===== config.mk =====
export PLATFORM = sky130hd
export DESIGN_NAME = glyph_row_fetch
export DESIGN_NICKNAME = d
export VERILOG_FILES = /design/src/rtl/glyph_row_fetch.sv
export SDC_FILE = /design/constraint.sdc
export NUM_CORES = 1
export LEC_CHECK = 0
export BUFFER_PORTS_ARGS = -buffer_cell sky130_fd_sc_hd__buf_2
export CAP_MARGIN = 20
export CORE_ASPECT_RATIO = 0.8
export CORE_MARGIN = 8
export CORE_UTILIZATION = 40
export DETAILED_ROUTE_END_ITERATION = 8
export GPL_ROUTABILITY_DRIVEN = 0
export PLACE_DENSITY = 0.59
export REMOVE_ABC_BUFFERS = 1
export SYNTH_ARGS = -nofsm -noshare
export SYNTH_HDL_FRONTEND = slang
export SYNTH_SLANG_ARGS = --single-unit

===== constraint.sdc =====
create_clock -name clk -period 5.85 [get_ports clk]
set_input_delay 0.2925 -clock clk [delete_from_list [all_inputs] [get_ports clk]]
set_output_delay 0.2925 -clock clk [all_outputs]
set_load 0.05 [all_outputs]

===== src/rtl/glyph_row_fetch.sv =====
// Per-line glyph row fetch from a synchronous font ROM, serialised MSB-first
// into a 1-bpp pixel stream aligned to the glyph box's horizontal window.
module glyph_row_fetch #(
  parameter int unsigned ROW_BITS = 128,
  parameter int unsigned ROWS     = 32,
  parameter int unsigned AW       = 5,
  parameter int unsigned Y_ORIGIN = 231,
  parameter int unsigned X_ORIGIN = 301,
  parameter int unsigned ROM_LAT  = 1
) (
  input  logic                clk,
  input  logic                rst_n,
  input  logic                line_start,
  input  logic [8:0]          y_dis,
  input  logic [9:0]          x_dis,
  output logic                rom_rd,
  output logic [AW-1:0]       rom_addr,
  input  logic [ROW_BITS-1:0] rom_data,
  output logic                pix_in_box,
  output logic                pix_on,
  output logic                fetch_err
);

  localparam int unsigned CW = $clog2(ROW_BITS);
  localparam int unsigned LW = 3;
  localparam logic [8:0]  Y_LO = 9'(Y_ORIGIN);
  localparam logic [8:0]  Y_HI = 9'(Y_ORIGIN + ROWS - 1);
  localparam logic [9:0]  X_AT = 10'(X_ORIGIN);

  typedef enum logic [2:0] {
    S_IDLE   = 3'd0,
    S_REQ    = 3'd1,
    S_WAIT   = 3'd2,
    S_LOADED = 3'd3,
    S_SHIFT  = 3'd4
  } state_t;

  state_t              state_q, state_d;
  logic [ROW_BITS-1:0] row_q, row_d;
  logic [CW-1:0]       bit_cnt_q, bit_cnt_d;
  logic [LW-1:0]       lat_cnt_q, lat_cnt_d;
  logic                rom_rd_q, rom_rd_d;
  logic [AW-1:0]       rom_addr_q, rom_addr_d;
  logic                pix_in_box_q, pix_in_box_d;
  logic                pix_on_q, pix_on_d;
  logic                fetch_err_q, fetch_err_d;

  logic y_in_box;
  logic x_hit;
  logic lat_done;

  assign y_in_box = (y_dis >= Y_LO) && (y_dis <= Y_HI);
  assign x_hit    = (x_dis == X_AT);
  assign lat_done = (lat_cnt_q == LW'(1));

  // State and datapath registers
  always_ff @(posedge clk or negedge rst_n) begin
    if (!rst_n) begin
      state_q      <= S_IDLE;
      row_q        <= '0;
      bit_cnt_q    <= '0;
      lat_cnt_q    <= '0;
      rom_rd_q     <= 1'b0;
      rom_addr_q   <= '0;
      pix_in_box_q <= 1'b0;
      pix_on_q     <= 1'b0;
      fetch_err_q  <= 1'b0;
    end else begin
      state_q      <= state_d;
      row_q        <= row_d;
      bit_cnt_q    <= bit_cnt_d;
      lat_cnt_q    <= lat_cnt_d;
      rom_rd_q     <= rom_rd_d;
      rom_addr_q   <= rom_addr_d;
      pix_in_box_q <= pix_in_box_d;
      pix_on_q     <= pix_on_d;
      fetch_err_q  <= fetch_err_d;
    end
  end

  // Next state; line_start overrides everything else
  always_comb begin
    state_d = state_q;
    if (line_start) begin
      state_d = y_in_box ? S_REQ : S_IDLE;
    end else begin
      unique case (state_q)
        S_IDLE:   state_d = S_IDLE;
        S_REQ:    state_d = x_hit ? S_IDLE : S_WAIT;
        S_WAIT: begin
          if (x_hit)         state_d = S_IDLE;
          else if (lat_done) state_d = S_LOADED;
          else               state_d = S_WAIT;
        end
        S_LOADED: state_d = x_hit ? S_SHIFT : S_LOADED;
        S_SHIFT:  state_d = (bit_cnt_q == '0) ? S_IDLE : S_SHIFT;
        default:  state_d = S_IDLE;
      endcase
    end
  end

  // Next values of the registered outputs and datapath
  always_comb begin
    row_d        = row_q;
    bit_cnt_d    = bit_cnt_q;
    lat_cnt_d    = lat_cnt_q;
    rom_addr_d   = rom_addr_q;
    rom_rd_d     = 1'b0;
    pix_in_box_d = 1'b0;
    pix_on_d     = 1'b0;
    fetch_err_d  = 1'b0;
    if (line_start) begin
      if (y_in_box) begin
        rom_addr_d = AW'(y_dis - Y_LO);
        rom_rd_d   = 1'b1;
      end
    end else begin
      unique case (state_q)
        S_REQ: begin
          if (x_hit) fetch_err_d = 1'b1;
          else       lat_cnt_d   = LW'(ROM_LAT);
        end
        S_WAIT: begin
          // Row not yet captured when the window opens: flag and drop the fetch
          if (x_hit) begin
            fetch_err_d = 1'b1;
          end else begin
            lat_cnt_d = lat_cnt_q - LW'(1);
            if (lat_done) row_d = rom_data;
          end
        end
        S_LOADED: begin
          if (x_hit) begin
            pix_in_box_d = 1'b1;
            pix_on_d     = row_q[ROW_BITS-1];
            row_d        = {row_q[ROW_BITS-2:0], 1'b0};
            bit_cnt_d    = CW'(ROW_BITS - 1);
          end
        end
        S_SHIFT: begin
          if (bit_cnt_q != '0) begin
            pix_in_box_d = 1'b1;
            pix_on_d     = row_q[ROW_BITS-1];
            row_d        = {row_q[ROW_BITS-2:0], 1'b0};
            bit_cnt_d    = bit_cnt_q - CW'(1);
          end
        end
        default: ;
      endcase
    end
  end

  assign rom_rd     = rom_rd_q;
  assign rom_addr   = rom_addr_q;
  assign pix_in_box = pix_in_box_q;
  assign pix_on     = pix_on_q;
  assign fetch_err  = fetch_err_q;

endmodule


==> results.sh <==
export IMPL_period_share_pct=56.0
export IMPL_power_leakage_uw=0.00445
export IMPL_routed_via_count=4718
export IMPL_clockBufferDepth=2
export IMPL_worstPathRequired_ns=6.14
export IMPL_drive_above_1_share_pct=65.5
export IMPL_ys_ff_latch=150
export IMPL_place_ws_ns=2.32
export IMPL_post_cts_setup_buffers=0
export IMPL_maxCapViolCount=0
export IMPL_core_area_um2=19900
export IMPL_grt_pass1_wl_mm=28.2
export IMPL_cp_start_kind="register"
export IMPL_numCtsBuffers=17
export IMPL_insertion_delay_ns=0.42
export IMPL_status="complete, no violations"
export IMPL_io_pin_count=159
export IMPL_row_count=46
export IMPL_cts_hold_buffers=1
export IMPL_hold_class="in -> reg"
export IMPL_rr_startpoint="state_q[0]$_DFF_PN0_"
export IMPL_multiInputGateArea_um2=3970
export IMPL_vias_per_cell=4.87
export IMPL_fin_crit_ns=3.28
export IMPL_wire_per_inst_um=17.5
export IMPL_crit_slowest_cell="a211oi_4"
export IMPL_clock_fmax_mhz=305
export IMPL_crit_fanout=34
export IMPL_rsz0062_at_grt="no"
export IMPL_grt_pass1_vias=5334
export IMPL_cts_sinks=150
export IMPL_drv_slew=0
export IMPL_ys_types=47
export IMPL_yosys_top_cells_area="dfrtp_1, mux2_2, mux2_4"
export IMPL_crit_type="reg -> reg"
export IMPL_routed_wl_mm=17.0
export IMPL_grt_max_degree=81
export IMPL_design_area_um2=9640
export IMPL_drcViolationCount=0
export IMPL_skew_ns=0.0145
export IMPL_holdWs_ns=0.194
export IMPL_hp_start="rom_data[0]"
export IMPL_slew_limit_headroom_pct=36.2
export IMPL_clkTransAtPathRegs_ns=0.06
export IMPL_hpwlAfterDp_mm=11.7
export IMPL_vdd_drop_max_mv=0.168
export IMPL_die_h_um=143
export IMPL_hold_viol=0
export IMPL_area_growth_pct=19.1
export IMPL_cts_resized=0
export IMPL_numPortBuffers=158
export IMPL_cp_end_kind="register"
export IMPL_p_per_area_nw_per_um2=320
export IMPL_synth_area_um2=8100
export IMPL_synth_area_per_cell_um2=14.9
export IMPL_ys_seq_area_share_pct=46.4
export IMPL_grt_total_usage_pct=13.9
export IMPL_fp_dieArea_um2=25100
export IMPL_synthDominantCellAreaShare_pct=46.4
export IMPL_cpPeakStageDelay_ns=0.82
export IMPL_drt_iter0_drc=220
export IMPL_h_tree_depth=4
export IMPL_seqCellArea_um2=3750
export IMPL_worst_pin_slew_ns=0.954
export IMPL_nFillCells=1747
export IMPL_tritoncts="built"
export IMPL_fin_nets=850
export IMPL_die_x_um=175
export IMPL_initial_utilization_pct=40.8
export IMPL_antenna_cells=0
export IMPL_worstSetupStartpoint="state_q[0]$_DFF_PN0_"
export IMPL_yosysWarnings=0
export IMPL_antenna_found_initial=2
export IMPL_dr_pass1_iters=5
export IMPL_critical_path_buf_inv_count=1
export IMPL_synth_top_cell_by_area="dfrtp_1"
export IMPL_setup_viol=0
export IMPL_final_antenna_net_count=0
export IMPL_arrival_ns=3.56
export IMPL_grt_overflow_total=0
export IMPL_crit_chain="nand3b_1, or4_4, a211oi_4, buf_4, mux2_4"
export IMPL_root_buffer="clkbuf_16"
export IMPL_worst_slack_ns=2.57
export IMPL_path_delay_family="compound AO/OA/AOI/OAI gates"
export IMPL_placed_area_um2=8950
export IMPL_syn_inst=542
synth_stat cells, drive strengths merged:
| library cell | n |
|---|---|
| a221o | 1 |
| o31a | 2 |
| nand3b | 2 |
| nand4 | 2 |
| or3 | 1 |
| a21boi | 2 |
| or4 | 3 |
| mux2 | 259 |
| a41o | 1 |
| xor2 | 4 |
| nor3 | 3 |
| nor2b | 3 |
| nor3b | 2 |
| clkbuf | 14 |
| inv | 13 |
| or3b | 1 |
| ha | 5 |
| nor2 | 12 |
| mux2i | 2 |
| dfrtp | 150 |
| or4b | 1 |
| o21ba | 1 |
| and2 | 1 |
| buf | 18 |
| nand2b | 2 |
| a21o | 3 |
| a211oi | 1 |
| nand2 | 3 |
| o22ai | 1 |
| a311o | 1 |
| o21ai | 7 |
| and3 | 1 |
| o41ai | 1 |
| o31ai | 6 |
| nand4b | 1 |
| nand3 | 2 |
| nor4b | 2 |
| a31o | 1 |
| nor4bb | 1 |
| a22oi | 2 |
| a21oi | 4 |
registers in the layout, summed over array words and instances, names as in the netlist:
register    flops
row_q         128
bit_cnt_q       7
rom_addr        5
lat_cnt_q       3
state_q         3
fetch_err       1
pix_in_box      1
pix_on          1
rom_rd          1
worst paths after layout:
kind	end	slack, ns	depth (start not counted)
worst max-delay path	row_q[82]$_DFFE_PN0P_	2.57	5
worst min-delay path	row_q[0]$_DFFE_PN0P_	0.19	3
worst max register to register	row_q[82]$_DFFE_PN0P_	2.57	5
worst min register to register	bit_cnt_q[6]$_DFFE_PN0P_	0.48	1
max in group asynchronous	state_q[2]$_DFF_PN0_	4.20	4
min in group asynchronous	rom_addr[0]$_DFFE_PN0P_	0.45	2
final cells by class:
| class | count | area share (%) |
|---|---|---|
| sequential | 150 | 38.9 |
| clock inverter | 8 | 1.78 |
| multi-input combinational | 347 | 41.1 |
| inverter | 13 | 0.506 |
| tap | 264 | 3.43 |
| clock buffer | 21 | 4.98 |
| timing repair buffer | 166 | 9.25 |
logic make-up after synthesis:
family	Yosys count	share of synthesized area, %
multiplexers	261	41.3
flip-flops	150	46.4
buffers and inverters	45	4.85
AND/OR/NAND/NOR	43	3.20
AO/OA/AOI/OAI	34	3.07
adder cells (fa/ha/maj)	5	0.773
XOR/XNOR	4	0.433
cell usage in the layout (no fill, tap or decap), drive strengths merged, types with 5 or more instances in the layout:
cell type / netlist / layout
clkbuf: 14 / 21
dfrtp: 150 / 150
nor2: 12 / 12
o31ai: 6 / 6
buf: 18 / 165
bufinv: 0 / 5
o21ai: 7 / 7
inv: 13 / 13
ha: 5 / 5
mux2: 259 / 259
per-stage QoR:
step	std cells	power, uW	setup TNS [ns]	util, %
after floorplan	510	1720	-535.08	-
final	969	3090	0	48.6
after global placement	938	1850	0	45.1
after detailed placement	938	1880	0	45.1
after global routing	969	3240	0	48.6
after CTS	968	3120	0	48.4
where the power goes:
group / internal [uW] / total (uW) / leakage (uW) / switching [uW]
clock network: 796 / 1220 / 0.000317 / 426
logic: 330 / 505 / 0.00225 / 175
registers: 1250 / 1360 / 0.00188 / 115
tightest hold or removal path, delay by kind of cell:
family                 cells  cell delay [ns]
buffers and inverters      1             0.10
muxes                      1             0.08
and+or+nand+nor            1             0.08
per-layer routing:
layer | GRT usage, % | wire [um]
met5 | 0 | 27
met4 | 4.05 | 151
met3 | 4.38 | 848
met2 | 21.2 | 7640
met1 | 18.7 | 8310
Power figures use the tool's default switching activity.
